[src/rtl/mem_arbiter.sv]
`default_nettype none
// ============================================================================
// Module   : mem_arbiter
// Purpose  : Two-master memory arbiter (round robin) with an M1 burst lock.
// Revision : 1.0 - initial release
// ============================================================================
module mem_arbiter #(
    parameter int LOCK_MAX = 4
) (
    input  logic        clk,
    input  logic        reset,
    input  logic        m0_req,
    input  logic [31:0] m0_addr,
    input  logic [31:0] m0_wdata,
    input  logic        m0_we,
    input  logic [2:0]  m0_sel,
    input  logic        m1_req,
    input  logic [31:0] m1_addr,
    input  logic [31:0] m1_wdata,
    input  logic        m1_we,
    input  logic [2:0]  m1_sel,
    input  logic        m1_lock,
    output logic        m0_gnt,
    output logic        m1_gnt,
    output logic        m0_rvalid,
    output logic        m1_rvalid,
    output logic [31:0] m0_rdata,
    output logic [31:0] m1_rdata,
    output logic [4:0]  m0_exc,
    output logic [4:0]  m1_exc,
    output logic [31:0] s_addr,
    output logic [31:0] s_wdata,
    output logic        s_we,
    output logic [2:0]  s_sel,
    output logic        s_req,
    input  logic [31:0] s_rdata,
    input  logic [4:0]  s_exc
);

    typedef enum logic [0:0] {
        ST_ARB  = 1'b0,
        ST_LOCK = 1'b1
    } state_t;

    localparam logic [4:0] c_lock_last = 5'(LOCK_MAX - 1);

    state_t      state_q, state_d;
    logic        last_q, last_d;          // 0 = M0 granted last, 1 = M1
    logic [4:0]  lock_cnt_q, lock_cnt_d;
    logic        m0_rvalid_q, m0_rvalid_d;
    logic        m1_rvalid_q, m1_rvalid_d;
    logic [31:0] m0_rdata_q, m0_rdata_d;
    logic [31:0] m1_rdata_q, m1_rdata_d;
    logic [4:0]  m0_exc_q, m0_exc_d;
    logic [4:0]  m1_exc_q, m1_exc_d;

    logic        w_gnt0;
    logic        w_gnt1;
    logic        w_exc_any;

    assign w_exc_any = (s_exc != 5'd0);

    // Grant decision; reset forces both grants low.
    always_comb begin
        w_gnt0 = 1'b0;
        w_gnt1 = 1'b0;
        if (reset) begin
            case (state_q)
                ST_ARB: begin
                    if (m0_req && m1_req) begin
                        w_gnt0 = last_q;
                        w_gnt1 = ~last_q;
                    end else begin
                        w_gnt0 = m0_req;
                        w_gnt1 = m1_req;
                    end
                end
                ST_LOCK: w_gnt1 = m1_req;
                default: begin
                    w_gnt0 = 1'b0;
                    w_gnt1 = 1'b0;
                end
            endcase
        end
    end

    always_comb begin
        s_addr  = 32'd0;
        s_wdata = 32'd0;
        s_we    = 1'b0;
        s_sel   = 3'b000;
        s_req   = 1'b1;
        if (w_gnt0) begin
            s_addr  = m0_addr;
            s_wdata = m0_wdata;
            s_we    = m0_we;
            s_sel   = m0_sel;
            s_req   = 1'b0;
        end else if (w_gnt1) begin
            s_addr  = m1_addr;
            s_wdata = m1_wdata;
            s_we    = m1_we;
            s_sel   = m1_sel;
            s_req   = 1'b0;
        end
    end

    // Next state, last-grant and lock beat counter.
    always_comb begin
        state_d    = state_q;
        last_d     = last_q;
        lock_cnt_d = lock_cnt_q;
        case (state_q)
            ST_ARB: begin
                if (w_gnt0) begin
                    last_d = 1'b0;
                end
                if (w_gnt1) begin
                    last_d = 1'b1;
                    if (m1_lock && !w_exc_any) begin
                        state_d    = ST_LOCK;
                        lock_cnt_d = 5'd1;
                    end
                end
            end
            ST_LOCK: begin
                // Leaving with last=M1 hands the next contention to M0.
                if (!m1_req || !m1_lock || w_exc_any || (lock_cnt_q == c_lock_last)) begin
                    state_d    = ST_ARB;
                    last_d     = 1'b1;
                    lock_cnt_d = 5'd0;
                end else begin
                    lock_cnt_d = lock_cnt_q + 5'd1;
                end
            end
            default: begin
                state_d    = ST_ARB;
                last_d     = 1'b1;
                lock_cnt_d = 5'd0;
            end
        endcase
    end

    always_comb begin
        m0_rvalid_d = w_gnt0;
        m1_rvalid_d = w_gnt1;
        m0_rdata_d  = w_gnt0 ? s_rdata : m0_rdata_q;
        m0_exc_d    = w_gnt0 ? s_exc   : m0_exc_q;
        m1_rdata_d  = w_gnt1 ? s_rdata : m1_rdata_q;
        m1_exc_d    = w_gnt1 ? s_exc   : m1_exc_q;
    end

    always_ff @(posedge clk) begin
        if (!reset) begin
            state_q     <= ST_ARB;
            last_q      <= 1'b1;
            lock_cnt_q  <= 5'd0;
            m0_rvalid_q <= 1'b0;
            m1_rvalid_q <= 1'b0;
            m0_rdata_q  <= 32'd0;
            m1_rdata_q  <= 32'd0;
            m0_exc_q    <= 5'd0;
            m1_exc_q    <= 5'd0;
        end else begin
            state_q     <= state_d;
            last_q      <= last_d;
            lock_cnt_q  <= lock_cnt_d;
            m0_rvalid_q <= m0_rvalid_d;
            m1_rvalid_q <= m1_rvalid_d;
            m0_rdata_q  <= m0_rdata_d;
            m1_rdata_q  <= m1_rdata_d;
            m0_exc_q    <= m0_exc_d;
            m1_exc_q    <= m1_exc_d;
        end
    end

    assign m0_gnt    = w_gnt0;
    assign m1_gnt    = w_gnt1;
    assign m0_rvalid = m0_rvalid_q;
    assign m1_rvalid = m1_rvalid_q;
    assign m0_rdata  = m0_rdata_q;
    assign m1_rdata  = m1_rdata_q;
    assign m0_exc    = m0_exc_q;
    assign m1_exc    = m1_exc_q;

endmodule
`default_nettype wire

[config.mk]
export PLATFORM = sky130hd
export DESIGN_NAME = mem_arbiter
export DESIGN_NICKNAME = d
export VERILOG_FILES = /design/src/rtl/mem_arbiter.sv
export SDC_FILE = /design/constraint.sdc
export NUM_CORES = 1
export LEC_CHECK = 0
export ABC_CLOCK_PERIOD_IN_PS = 2600
export BUFFER_PORTS_ARGS = -buffer_cell sky130_fd_sc_hd__clkbuf_2
export CORE_AREA = 2 2 127 129
export DETAILED_ROUTE_END_ITERATION = 10
export DIE_AREA = 0 0 129 131
export GPL_ROUTABILITY_DRIVEN = 0
export GPL_TIMING_DRIVEN = 0
export SYNTH_ARGS = -nofsm -noshare
export SYNTH_HDL_FRONTEND = slang
export SYNTH_SLANG_ARGS = --single-unit
[constraint.sdc]
create_clock -name clk -period 2.6 [get_ports clk]
set_input_delay 0.78 -clock clk [delete_from_list [all_inputs] [get_ports clk]]
set_output_delay 0.78 -clock clk [all_outputs]
set_load 0.05 [all_outputs]
; ---- After elaboration in Yosys (flattened, before gate mapping)
; Index checks and enable logic that the tools add are counted.
[classes]
addsub = 1
n_mul = 0
div_mod_pow = 0
n_lt_le_gt_ge = 0
n_eq_ne = 5
n_shift = 0
n_mux = 28
bitwise = 2
n_reduce_logical = 11
[op_table]
columns = operator, n
row1 = two-way mux 32 bit, 4
row2 = two-way mux 1 bit, 15
row3 = two-way mux 5 bit, 3
row4 = case mux 5 bit (2 select lines), 1
row5 = two-way mux 3 bit, 2
row6 = case mux 1 bit (2 select lines), 3
row7 = adder 5 x 1 -> 5 bit (second input constant), 1
row8 = equality test 5 x 2 -> 1 bit (second input constant), 1
row9 = nonzero test 5 bit, 1
row10 = != test 2 bit (second input constant), 2
row11 = AND reduction 2 bit, 2
row12 = zero test 1 bit, 3
row13 = logical OR 1 bit, 3
row14 = != test 3 bit (second input constant), 1
row15 = logical AND 1 bit, 2
row16 = != test 2 x 1 -> 1 bit (second input constant), 1
row17 = NOT 1 bit, 2
[totals]
register_bits = 83
latchBits = 0
mem_bits_rw = 0
romBits = 0
inputBits = 178
output_inout_bits = 147
word_cells = 56
mem_count = 0

; ---- Depth between registers and ports, before layout
[logic_depth]
depth_word = 7
depth_mapped = 8
depth_no_buf = 5

; ---- Least setup slack after synthesis
; Ideal clock, no wire load.
[synth_timing]
path_kind = input port to output port
start = in m1_req
end = out s_req
t_arrival_ps = 2035
required_ps = 1820
path_slack_ps = -215
cell_stages = 2
n_path_buf = 1
path_cell_list = buf_2 > o21ai_0
[synth_via]
elab_chain_cells = 6
elab_cells_between_ends = 9
cone_classes = mux: 8 / reduce/logical: 1
[synth_lines]
columns = item, line
row1 = from (decl), 17  ; input logic m1_req,
row2 = logical AND 1 bit, 70  ; if (m0_req && m1_req) begin
row3 = two-way mux 1 bit, 70
row4 = case mux 1 bit (2 select lines), 68  ; case (state_q)
row5 = two-way mux 1 bit, 67  ; if (reset) begin
row6 = two-way mux 1 bit, 99  ; end else if (w_gnt1) begin
row7 = two-way mux 1 bit (*), 93  ; if (w_gnt0) begin
row8 = to (decl), 35  ; output logic s_req,
; Mark *: on every way between the ends. The rest lies on a longest branch, timed or not.

; ---- Final worst setup path
[layout_timing]
start = in m0_req
end = out s_addr[17]
[layout_via]
elab_chain_cells = 6
elab_cells_between_ends = 9
cone_classes = mux: 8 / reduce/logical: 1
[layout_lines]
columns = item, line
row1 = from (decl), 12  ; input logic m0_req,
row2 = logical AND 1 bit, 70
row3 = two-way mux 1 bit, 70
row4 = case mux 1 bit (2 select lines), 68
row5 = two-way mux 1 bit, 67
row6 = two-way mux 32 bit, 99
row7 = two-way mux 32 bit (*), 93
row8 = to (decl), 31  ; output logic [31:0] s_addr,
; Marks and branches as above.

==> reports/results.ini <==
[outcome]
status=complete, but fails checks
violations=setup timing

[detailed_routing]
first_pass_iters=4
ant_nets=0
avgViaCountPerCell=4.62
route.detailed.wl_per_inst_um=17.7
routed_wl_um=18100
vias=4716
initialDrtViolationCount=280
drc=0

[clocking]
ctsLongestPathBuffers=2
htreeDepth=3
hold_buffers=0
clk_pin_slew_ps=60
cts.sinks=83
tritoncts=yes
cts_buffers=9
cts-root-buf=clkbuf_16
clock_latency_ps=340

[global_route]
grt_pass1_vias=4370
antenna_found_initial=0
grt_pass1_wl_um=25000
grt_remaining_overflow=0
grt_max_degree=14
grtUsageTotal=0.196

[hold_path]
min_path_type=reg2reg

[yosys]
synth_xor_area_frac=0.00228
synthMuxAreaShare=0.00261
seq_area_frac_synth=0.433
ys.warnings.count=0
synth_seq_cells=83
yosys.area_share.simple=0.194
synth-adder-area-share=0.00326
synth.distinct_cells=30
synth_compound_area_frac=0.295
syn_nets=637
postSynthCellCount=458
syn-mean-instance-area_um2=8.38
synth_area_um2=3840
synth_top_family_by_area=compound AO/OA/AOI/OAI gates

[timing]
drv_slew=0
grt_setup_unrepaired=yes
finClkSkew_ps=5.91
min_period_ps=2740
slew_headroom=0.680
setup_slack_ps=-138
final_hold_viol_count=0
clock.fmax_ghz=0.365
worstMarginPinSlew_ps=480
setup_tns_ps=-4940
finalCritPeriodShare=1.05
setup_viol=67

[setup_path]
path_buf_inv=4
critPathLaunchType=primary input
max_stage_delay_ps=270
critPathCaptureType=output port
worstPathRequired_ps=1820
path_common_cell=buf_8
slowest_stage=a22o_4
worst-endpoint-arrival_ps=1960
path_class=in2out
path_cells=buf_8 -> nor2b_4 -> and3_4 -> buf_12 -> buf_8 -> a22o_4 -> clkbuf_16
cp_top_family=buffers and inverters
worstPathMaxFanout=8

[final_layout]
area_delta_synth_final_pct=90.0
post-route-cell-area_um2=7300
final_nets=979
drive_gt1_frac=0.561
diodes=0

[floorplan]
coreArea_um2=15600
ioPinCount=325
start_util=0.246
num_rows=46
dieArea_um2=16900
die_h_um=131
die_x_um=129

[placement]
hpwl_um=13600
io_buffers=323
placedInstanceArea_um2=5840

[pwr]
power_density_nw_per_um2=578
ir_worst_vdd_v=0.000344
leakagePower_nw=3.54

[flow_run]
cap_violations=0

-- cell usage in the layout, fill, tap and decap left out, types with 2 or more instances in the layout --
cell       instances
clkbuf_2         252
nand2_1          151
dfxtp_1           82
a22o_2            42
a21boi_0          37
o21ai_0           37
clkbuf_8          36
clkbuf_16         27
buf_4             26
a22o_4            26
buf_8             16
clkbuf_1          13
buf_2              8
nand3_1            6
clkbuf_4           3
nor2_1             3
buf_6              2
and3_4             2
buf_12             2
nor2b_1            2
nand2b_1           2
a41oi_1            2
a32o_1             2
inv_1              2
and3_1             2
bufinv_16          2
-- power by group --
group	internal [mW]	switching [mW]
registers	1.35	0.0406
clock network	0.868	0.506
logic	0.544	0.909
-- area by class of cell --
class | count | area [µm²]
multi-input cells | 330 | 2210
flip-flops and latches | 83 | 1660
inverters | 2 | 7.51
plain buffers | 40 | 292
clock inverters | 4 | 73.8
repair buffers | 334 | 2530
well taps | 216 | 270
clock buffers | 12 | 246
fillers | 1520 | 8300
-- metal layers --
metal,wire length (µm),part of all wire,track usage,up-vias
li1,-,-,-,2290
met1,7650,0.42,0.257,2198
met2,8600,0.47,0.308,209
met3,1660,0.092,0.0713,19
met4,206,0.011,0.0428,0
met5,0,0,0,-
-- sequential cells by signal, indices dropped and copies added, names as in the netlist --
register and flops:
m0_rdata 32, last_q 1, m1_exc 5, lock_cnt_q 5, m1_rvalid 1, m0_exc 5
m1_rdata 32, state_q 1, m0_rvalid 1
-- final timing paths --
| check | start | end | slack, ps | depth (start not counted) |
|---|---|---|---|---|
| worst min register to register | m0_rdata[27]$_SDFFE_PN0P_ | m0_rdata[27]$_SDFFE_PN0P_ | 460 | 2 |
| worst max-delay path | m0_req | s_addr[17] | -140 | 7 |
| worst max register to register | last_q$_SDFFE_PN1P_ | m0_rdata[4]$_SDFFE_PN0P_ | 760 | 9 |
| worst min-delay path | m0_rdata[27]$_SDFFE_PN0P_ | m0_rdata[27]$_SDFFE_PN0P_ | 460 | 2 |
-- synth_stat cells --
master | n | share of area
inv_1 | 2 | 0.0020
nand2_1 | 151 | 0.15
nand3b_4 | 1 | 0.0052
buf_6 | 6 | 0.018
a2bb2oi_1 | 1 | 0.0023
buf_2 | 15 | 0.020
o22a_1 | 1 | 0.0023
nor4_4 | 1 | 0.0055
and2_1 | 1 | 0.0016
a41oi_1 | 2 | 0.0046
nor4b_1 | 1 | 0.0023
ha_1 | 1 | 0.0033
a22o_1 | 68 | 0.16
nor2_1 | 3 | 0.0029
clkbuf_1 | 12 | 0.012
nor4bb_1 | 1 | 0.0026
nand4_1 | 1 | 0.0016
dfxtp_1 | 83 | 0.43
mux2i_1 | 1 | 0.0026
nand3_1 | 6 | 0.0078
buf_4 | 10 | 0.020
and3_1 | 4 | 0.0065
a31oi_1 | 1 | 0.0016
a21boi_0 | 37 | 0.072
o311ai_1 | 1 | 0.0023
a32o_1 | 2 | 0.0052
xnor2_1 | 1 | 0.0023
o21ai_0 | 38 | 0.050
nor2b_1 | 3 | 0.0049
nand2b_1 | 3 | 0.0049
-- worst min-delay path: stages, from the launching register on --
cell and delay (ps):
dfxtp_1 310, nand2_1 50, o21ai_0 50
-- cell families (layout without fill, tap and decap cells) --
group           Yosys count  after routing
flops                    83             83
simple gates            176            176
fa+ha+maj                 1              1
mux                       1              1
xor+xnor                  1              1
buf+inv                  45            392
compound gates          151            151
-- repair_timing --
action,4_1_cts,5_1_grt
resized for setup,187,30
setup endpoints to repair,71,70
gates cloned,1,1
buffers inserted,7,2
pin swaps,16,11
endpoints found under the hold margin,0,0
-- metrics by stage --
| step | util | cells | power, mW | hold slack, ps | setup WS, ps |
|---|---|---|---|---|---|
| after global placement | 0.375 | 997 | 2.62 | 447 | -480 |
| final | 0.468 | 1021 | 4.22 | 456 | -138 |
| after global routing | 0.468 | 1021 | 4.39 | 472 | -152 |
| after floorplan | - | 458 | 2.23 | 465 | -59.0 |
| after detailed placement | 0.375 | 997 | 2.62 | 451 | -465 |
| after CTS | 0.461 | 1019 | 4.21 | 461 | -225 |
No activity file was read; power rests on OpenSTA's default activity.
